`src/rtl/btn_player_pkg.sv`:
```
// Shared types and screen-bound defaults for the player controller.
// The renderer imports the same bounds.
package btn_player_pkg;

  typedef enum logic {
    S_IDLE = 1'b0,
    S_STEP = 1'b1
  } state_e;

  localparam int X_MAX_DEF     = 639;
  localparam int Y_MAX_DEF     = 479;
  localparam int X_INIT_DEF    = 320;
  localparam int Y_INIT_DEF    = 240;
  localparam int STEP_DEF      = 4;
  localparam int DEB_TICKS_DEF = 2;
  localparam int PW_DEF        = 10;

endpackage

```
`src/rtl/btn_player_ctrl_debounce.sv`:
```
// One button: 2-FF synchroniser, tick-sampled shift register,
// and a level that only flips once every sample agrees.
module btn_debounce
  import btn_player_pkg::*;
#(
  parameter int DEB_TICKS = DEB_TICKS_DEF
) (
  input  logic clk_i,
  input  logic rst_i,
  input  logic btn_i,
  input  logic tick_i,
  output logic deb_o
);

  logic                 s1_q;
  logic                 s2_q;
  logic [DEB_TICKS-1:0] sh_q;
  logic [DEB_TICKS-1:0] sh_d;
  logic [DEB_TICKS-1:0] sh_shift;
  logic                 deb_q;
  logic                 deb_d;

  if (DEB_TICKS > 1) begin : g_multi
    assign sh_shift = {sh_q[DEB_TICKS-2:0], s2_q};
  end else begin : g_one
    assign sh_shift = s2_q;
  end

  // Bring the raw asynchronous button into the clock domain
  always_ff @(posedge clk_i) begin
    if (rst_i) begin
      s1_q <= 1'b0;
      s2_q <= 1'b0;
    end else begin
      s1_q <= btn_i;
      s2_q <= s1_q;
    end
  end

  // Shift on tick; debounced level changes only on unanimous history
  always_comb begin
    sh_d  = sh_q;
    deb_d = deb_q;
    if (tick_i) begin
      sh_d = sh_shift;
      if (&sh_shift) begin
        deb_d = 1'b1;
      end else if (~|sh_shift) begin
        deb_d = 1'b0;
      end
    end
  end

  // History and debounced level registers
  always_ff @(posedge clk_i) begin
    if (rst_i) begin
      sh_q  <= '0;
      deb_q <= 1'b0;
    end else begin
      sh_q  <= sh_d;
      deb_q <= deb_d;
    end
  end

  assign deb_o = deb_q;

endmodule

```
`src/rtl/btn_player_ctrl.sv`:
```
// Player movement: edge-detects the slow movement clock, debounces
// the direction buttons and steps a clamped on-screen position.
module btn_player_ctrl
  import btn_player_pkg::*;
#(
  parameter int X_MAX     = X_MAX_DEF,
  parameter int Y_MAX     = Y_MAX_DEF,
  parameter int X_INIT    = X_INIT_DEF,
  parameter int Y_INIT    = Y_INIT_DEF,
  parameter int STEP      = STEP_DEF,
  parameter int DEB_TICKS = DEB_TICKS_DEF,
  parameter int PW        = PW_DEF
) (
  input  logic          Clk_In,
  input  logic          rst,
  input  logic          btnClk,
  input  logic          btnU,
  input  logic          btnD,
  input  logic          btnL,
  input  logic          btnR,
  output logic [PW-1:0] posX,
  output logic [PW-1:0] posY,
  output logic          moved
);

  localparam logic [PW:0] XLIM = (PW+1)'(X_MAX);
  localparam logic [PW:0] YLIM = (PW+1)'(Y_MAX);
  localparam logic [PW:0] STW  = (PW+1)'(STEP);

  logic          ck_s1_q;
  logic          ck_s2_q;
  logic [1:0]    fill_q;
  logic          prev_q;
  logic          tick;
  logic          tick_acc;
  state_e        state_q;
  state_e        state_d;
  logic [PW-1:0] posx_q;
  logic [PW-1:0] posx_d;
  logic [PW-1:0] posy_q;
  logic [PW-1:0] posy_d;
  logic          moved_q;
  logic          moved_d;
  logic          deb_u;
  logic          deb_d;
  logic          deb_l;
  logic          deb_r;

  // One axis step: inc-only adds, dec-only subtracts, both/neither hold
  function automatic logic [PW-1:0] step_axis(
    input logic [PW-1:0] p,
    input logic          inc,
    input logic          dec,
    input logic [PW:0]   lim
  );
    logic [PW:0] w;
    w = {1'b0, p};
    if (inc && !dec) begin
      w = w + STW;
      if (w > lim) w = lim;
    end else if (dec && !inc) begin
      if (w < STW) w = '0;
      else         w = w - STW;
    end
    return w[PW-1:0];
  endfunction

  // Synchronise btnClk; prev holds 1 until the chain has filled so a
  // btnClk already high at reset release never looks like an edge
  always_ff @(posedge Clk_In) begin
    if (rst) begin
      ck_s1_q <= 1'b0;
      ck_s2_q <= 1'b0;
      fill_q  <= 2'b00;
      prev_q  <= 1'b1;
    end else begin
      ck_s1_q <= btnClk;
      ck_s2_q <= ck_s1_q;
      fill_q  <= {fill_q[0], 1'b1};
      if (fill_q[1]) prev_q <= ck_s2_q;
    end
  end

  assign tick     = ck_s2_q & ~prev_q;
  assign tick_acc = tick & (state_q == S_IDLE);

  btn_debounce #(.DEB_TICKS(DEB_TICKS)) u_deb_u (
    .clk_i(Clk_In), .rst_i(rst), .btn_i(btnU),
    .tick_i(tick_acc), .deb_o(deb_u)
  );
  btn_debounce #(.DEB_TICKS(DEB_TICKS)) u_deb_d (
    .clk_i(Clk_In), .rst_i(rst), .btn_i(btnD),
    .tick_i(tick_acc), .deb_o(deb_d)
  );
  btn_debounce #(.DEB_TICKS(DEB_TICKS)) u_deb_l (
    .clk_i(Clk_In), .rst_i(rst), .btn_i(btnL),
    .tick_i(tick_acc), .deb_o(deb_l)
  );
  btn_debounce #(.DEB_TICKS(DEB_TICKS)) u_deb_r (
    .clk_i(Clk_In), .rst_i(rst), .btn_i(btnR),
    .tick_i(tick_acc), .deb_o(deb_r)
  );

  // Next state: wait for a tick, then one step cycle using fresh levels
  always_comb begin
    state_d = state_q;
    posx_d  = posx_q;
    posy_d  = posy_q;
    moved_d = 1'b0;
    unique case (state_q)
      S_IDLE: begin
        if (tick) state_d = S_STEP;
      end
      S_STEP: begin
        posx_d  = step_axis(posx_q, deb_r, deb_l, XLIM);
        posy_d  = step_axis(posy_q, deb_d, deb_u, YLIM);
        moved_d = (posx_d != posx_q) || (posy_d != posy_q);
        state_d = S_IDLE;
      end
    endcase
  end

  // State, position and move-pulse registers
  always_ff @(posedge Clk_In) begin
    if (rst) begin
      state_q <= S_IDLE;
      posx_q  <= PW'(X_INIT);
      posy_q  <= PW'(Y_INIT);
      moved_q <= 1'b0;
    end else begin
      state_q <= state_d;
      posx_q  <= posx_d;
      posy_q  <= posy_d;
      moved_q <= moved_d;
    end
  end

  assign posX  = posx_q;
  assign posY  = posy_q;
  assign moved = moved_q;

endmodule
```
`config.mk`:
```
export PLATFORM = sky130hd
export DESIGN_NAME = btn_player_ctrl
export DESIGN_NICKNAME = d
export VERILOG_FILES = /design/src/rtl/btn_player_pkg.sv /design/src/rtl/btn_player_ctrl_debounce.sv /design/src/rtl/btn_player_ctrl.sv
export SDC_FILE = /design/constraint.sdc
export NUM_CORES = 1
export LEC_CHECK = 0
export CAP_MARGIN = 20
export CELL_PAD_IN_SITES_DETAIL_PLACEMENT = 0
export CELL_PAD_IN_SITES_GLOBAL_PLACEMENT = 1
export CORE_ASPECT_RATIO = 0.6
export CORE_MARGIN = 3
export CORE_UTILIZATION = 43
export CTS_CLUSTER_DIAMETER = 40
export DETAILED_ROUTE_END_ITERATION = 10
export GPL_TIMING_DRIVEN = 0
export PLACE_DENSITY = 0.89
export SETUP_SLACK_MARGIN = 0.05
export SLEW_MARGIN = 15
export SYNTH_ARGS = -nofsm -noshare
export SYNTH_HDL_FRONTEND = slang
export SYNTH_SLANG_ARGS = --single-unit
export TNS_END_PERCENT = 20
```
`constraint.sdc`:
```
create_clock -name Clk_In -period 3.4 [get_ports Clk_In]
set_input_delay 0.68 -clock Clk_In [delete_from_list [all_inputs] [get_ports Clk_In]]
set_output_delay 0.68 -clock Clk_In [all_outputs]
set_load 0.02 [all_outputs]
```
== Yosys cells after proc, flatten, opt, wreduce, memory -nomap -nowiden ==
Index checks and enable logic that the tools add are counted.
Storage, ports and cells
  register bits after elaboration: 43
  bits of input ports: 7
  logic and storage cells: 86
Operators by class
  add/sub/neg operators: 4
  $lt $le $gt $ge: 4
  equal/unequal tests: 6
  muxes and demuxes: 21
  bitwise gates (word level): 4
  reductions and logical operators: 22
Operators with widths (number)
  10-bit 2-to-1 mux: 10
  10-bit by 3-bit adder with 11-bit output (second input constant): 2
  10-bit by 3-bit < comparator with 1-bit output (second input constant): 2
  10-bit != test: 2
  10-bit by 3-bit subtractor with 10-bit output (second input constant): 2
  2-bit AND reduction: 8
  11-bit by 10-bit greater-than comparator with 1-bit output (second input constant): 1
  11-bit by 9-bit greater-than comparator with 1-bit output (second input constant): 1
  1-bit 2-to-1 mux: 10
  2-bit OR reduction: 5
  2-bit by 1-bit != test with 1-bit output (second input constant): 4
  1-bit logical AND: 4
  1-bit zero test: 4
  1-bit AND: 2
  1-bit inverter: 2
  1-bit one-hot mux with 2 select lines: 1
  1-bit logical OR: 1

== Logic depth before layout (Yosys ltp) ==
Gate-level depths: netlist of run 1.
  depth in word-level cells: 7
  gate-level depth with buffers: 11
  gate-level depth less buffers: 10

== Hierarchy ==
Synthesis of run 1 repeated with hierarchy kept, for this count alone.
Second synthesis, totals
  cell total of the unflattened synthesis: 436
  area total of the unflattened synthesis: 3254.4 sq um
By module, submodules not included
  btn_player_ctrl: times used 1, cells an instance 384, area each 2663.8 sq um, sequential area each 540.5 sq um
  btn_debounce: times used 4, cells an instance 13, area each 147.6 sq um, sequential area each 80.1 sq um

== Least setup slack after synthesis of run 1 ==
Ideal clock, no wire load.
  kind: reg2reg
  start: reg posx_q[3], in the netlist posX[3]
  end: reg moved_q, in the netlist moved
  library setup time: 0.139 ns
  data arrival time: 2.407 ns
  required time: 3.261 ns
  path slack: 0.854 ns
  cell stages (with the launch flop): 11
  period minus slack after synthesis: 2.546 ns
  cell sequence: dfxtp_1 clkbuf_1 inv_1 ha_1 nand4_1 a211oi_1 o21a_1 mux2i_1 o22ai_1 a211oi_1 a311oi_2
Between the ends
  word-level cells in the longest chain between the ends: 7
Ends and longest elaborated chain
  from (decl): line btn_player_ctrl.sv:38  | logic [PW-1:0] posx_q;
  from (signal assigned): line btn_player_ctrl.sv:127  | posx_q <= PW'(X_INIT);
  from (signal assigned): line btn_player_ctrl.sv:132  | posx_q <= posx_d;
  10-bit by 3-bit adder with 11-bit output, or another cell as far along: line btn_player_ctrl.sv:59  | w = w + STW;
  11-bit by 10-bit greater-than comparator with 1-bit output / 10-bit 2-to-1 mux (equally long branches): line btn_player_ctrl.sv:60, btn_player_ctrl.sv:62
  10-bit 2-to-1 mux (on tied branches): line btn_player_ctrl.sv:60, btn_player_ctrl.sv:61
  10-bit 2-to-1 mux: line btn_player_ctrl.sv:58  | if (inc && !dec) begin
  10-bit 2-to-1 mux: line btn_player_ctrl.sv:110  | unique case (state_q)
  10-bit != test *: line btn_player_ctrl.sv:117  | moved_d = (posx_d != posx_q) || (posy_d != posy_q);
  1-bit logical OR *: line btn_player_ctrl.sv:117
  to (signal assigned): line btn_player_ctrl.sv:134  | moved_q <= moved_d;
  to (decl): line btn_player_ctrl.sv:42  | logic moved_q;
Mark *: on every way between the ends. The rest lies on a longest branch, timed or not. The select of a mux whose other input is x is not followed.
A chain may end at the register's enable or synchronous reset.

== Worst setup path after layout of run 1 ==
Same ends and word-level chain as after synthesis.

==> flow_summary.json, run 1 <==
{
  "layout-drive-gt1-share_pct": 8.76,
  "clock_latency_ns": 0.30,
  "htreeDepth": 2,
  "hold_viol": 0,
  "setup_violations": 0,
  "fmax_mhz": 326,
  "async_flop_share_pct": 0,
  "io_pins": 28,
  "synthesis.instances": 377,
  "clock-root-buffer": "clkbuf_16",
  "min_period_ns": 3.07,
  "routed_wl_um": 8570,
  "diodes": 0,
  "clk_pin_slew_ns": 0.07,
  "final_cell_mix": "dfxtp_1 (43), nand2_1 (42), nor2_1 (32)",
  "crit_arrival_ns": 3.28,
  "path_delay_family": "compound AO/OA/AOI/OAI gates",
  "critical_path_buf_inv_count": 1,
  "synth-seq-cells": 43,
  "rsz0062_at_grt": "no",
  "grt_max_degree": 15,
  "status": "completed",
  "fin_setup_tns_ns": 0,
  "hpwl_um": 6350,
  "start_util_pct": 46.1,
  "critPathCaptureType": "flop",
  "final_nets": 427,
  "cts_buffer_depth": 2,
  "met1_usage_pct": 33.6,
  "die_area_um2": 7870,
  "fp-row-count": 22,
  "ys.warnings.count": 0,
  "cts_resized": 0,
  "route.detailed.drc": 0,
  "synth_edf_count": 0,
  "drtIter0Drc": 333,
  "track_usage_pct": 22.1,
  "cp_slowest_cell": "o21ai_0",
  "postCtsSetupBuffers": 0,
  "wire_per_inst_um": 17.3,
  "cp_slowest_stage_delay_ns": 0.68,
  "cts_hold_buffers": 0,
  "hold_path.class": "reg -> reg",
  "start_kind": "flop",
  "irDropWorstVdd_uv": 261,
  "p_leak_nw": 1.20,
  "antenna_found_initial": 0,
  "use_met2_pct": 30.4,
  "cts_tree": "yes",
  "vias": 2993,
  "syn_nets": 394,
  "gp_congestion": 0.967,
  "syn_avg_cell_area_um2": 7.77,
  "slew_violations": 0,
  "worst_slew_pin_slew_ns": 0.774,
  "worstPathMaxFanout": 10,
  "cts.sinks": 43,
  "power_mw": 1.07,
  "fp.coreArea_um2": 6360,
  "setup_ws_ns": 0.335,
  "critPathRequiredTime_ns": 3.61,
  "dr.pass1.iters": 5,
  "power_density_nw_per_um2": 310,
  "die_h_um": 69.9,
  "busiest_layer": "met1",
  "maxSlewHeadroom_pct": 47.9,
  "dpl_worst_slack_ns": 0.386,
  "period_share_pct": 90.1,
  "crit_path_cell_trace": "ha_1 > clkbuf_1 > nand3_1 > o21ai_0 > o211ai_1 > o311a_1 > o221ai_1 > a311oi_1 > and4_1 > a311oi_2",
  "ys.flop_type": "dfxtp_1",
  "grt_remaining_overflow": 0,
  "via_per_inst": 6.05,
  "skew_ns": 0.0127,
  "worstSetupPathType": "reg -> reg",
  "hold_slack_ns": 0.439,
  "fin_util_pct": 54.3,
  "synth.distinct_cells": 70,
  "final_common_cell": "dfxtp_1",
  "grtUsageMet3_pct": 5.28,
  "ant_nets": 0,
  "syn_area_um2": 2930,
  "port_buffers": 26,
  "first_global_vias": 2673,
  "area_delta_synth_final_pct": 17.8,
  "grt_pass1_wl_um": 13900,
  "yosysSeqAreaShare_pct": 29.4,
  "cap_violations": 0,
  "cts_buffers": 5,
  "die_x_um": 113
}
-- path summary, 6_finish.rpt --
path              cells past startpoint            to  slack, ns         start
setup / recovery                     10         moved       0.33       posX[3]
hold / removal                        1  u_deb_r.s2_q       0.44  u_deb_r.s1_q
setup reg to reg                     10         moved       0.33       posX[3]
hold reg to reg                       1  u_deb_r.s2_q       0.44  u_deb_r.s1_q
-- layout make-up --
cell class | count | area, µm²
Buffer | 29 | 181
Clock buffer | 6 | 139
Clock inverter | 2 | 16.3
Fill cell | 614 | 2910
Inverter | 11 | 41.3
Multi-Input combinational cell | 294 | 1850
Sequential cell | 43 | 861
Tap cell | 84 | 105
Timing Repair Buffer | 26 | 260
-- logic make-up (layout without fill, tap and decap cells) --
group           after synthesis  count (layout)  share of synthesized area (%)
simple gates                159             159                           28.7
compound gates              111             111                           25.7
flops                        43              43                           29.4
buf+inv                      40              74                           7.56
fa+ha+maj                    10              10                           4.27
xor+xnor                      7               7                           2.09
mux                           7               7                           2.39
-- Yosys cell counts, drive strengths merged (2+ instances only) --
library cell  count  share of area [%]
xor2              2               0.60
o21ai            22                3.8
a41oi             2               0.60
a211oi           10                2.6
and4              4                1.3
o31ai             4                1.0
inv              11                1.4
dfxtp            43                 29
a311oi            2               0.81
o221ai            4                1.4
nand3b            2               0.51
a22oi             3               0.77
xnor2             5                1.5
nor3              9                1.5
a221o             2               0.77
buf              12                3.5
and3              4                1.0
ha               10                4.3
o2bb2ai           3               0.90
or2               3               0.64
nand2            44                6.0
o22ai             8                1.7
o21a              2               0.51
clkbuf           17                2.6
a21oi            27                4.6
nand3            11                1.9
or3               3               0.64
o211ai            9                2.3
nand2b            7                1.5
nor2             32                4.1
nor2b            17                3.6
nand4b            2               0.60
nor4b             2               0.81
nand4             7                1.5
and2              3               0.68
mux2i             7                2.4
nor4              5                1.1
-- through the flow --
stage	std cells	cell area, µm²
after floorplan	377	2930
after global placement	487	3300
after detailed placement	487	3300
after CTS	495	3450
after global routing	495	3450
final	495	3450
-- metal layers --
metal,vias to the layer above,part of all wire [%]
met2,153,39
met1,1381,49
met3,10,11
li1,1449,-
met4,0,1.2
met5,-,0
-- power by group --
group / total [mW] / internal (mW) / switching (mW)
sequential: 0.515 / 0.512 / 0.00326
combinational: 0.0364 / 0.0162 / 0.0202
clock: 0.518 / 0.294 / 0.224
total: 1.07 / 0.822 / 0.247
(Power assumes the default switching activity.)
==> run 2: changes to the inputs <==
--- a/config.mk
+++ b/config.mk
@@ -5,7 +5,6 @@
 export SDC_FILE = /design/constraint.sdc
 export NUM_CORES = 1
 export LEC_CHECK = 0
-export CAP_MARGIN = 20
 export CELL_PAD_IN_SITES_DETAIL_PLACEMENT = 0
 export CELL_PAD_IN_SITES_GLOBAL_PLACEMENT = 1
 export CORE_ASPECT_RATIO = 0.6
==> results of run 2 <==
Same layout as run 1: the final DEF is identical, and so are final timing and power.
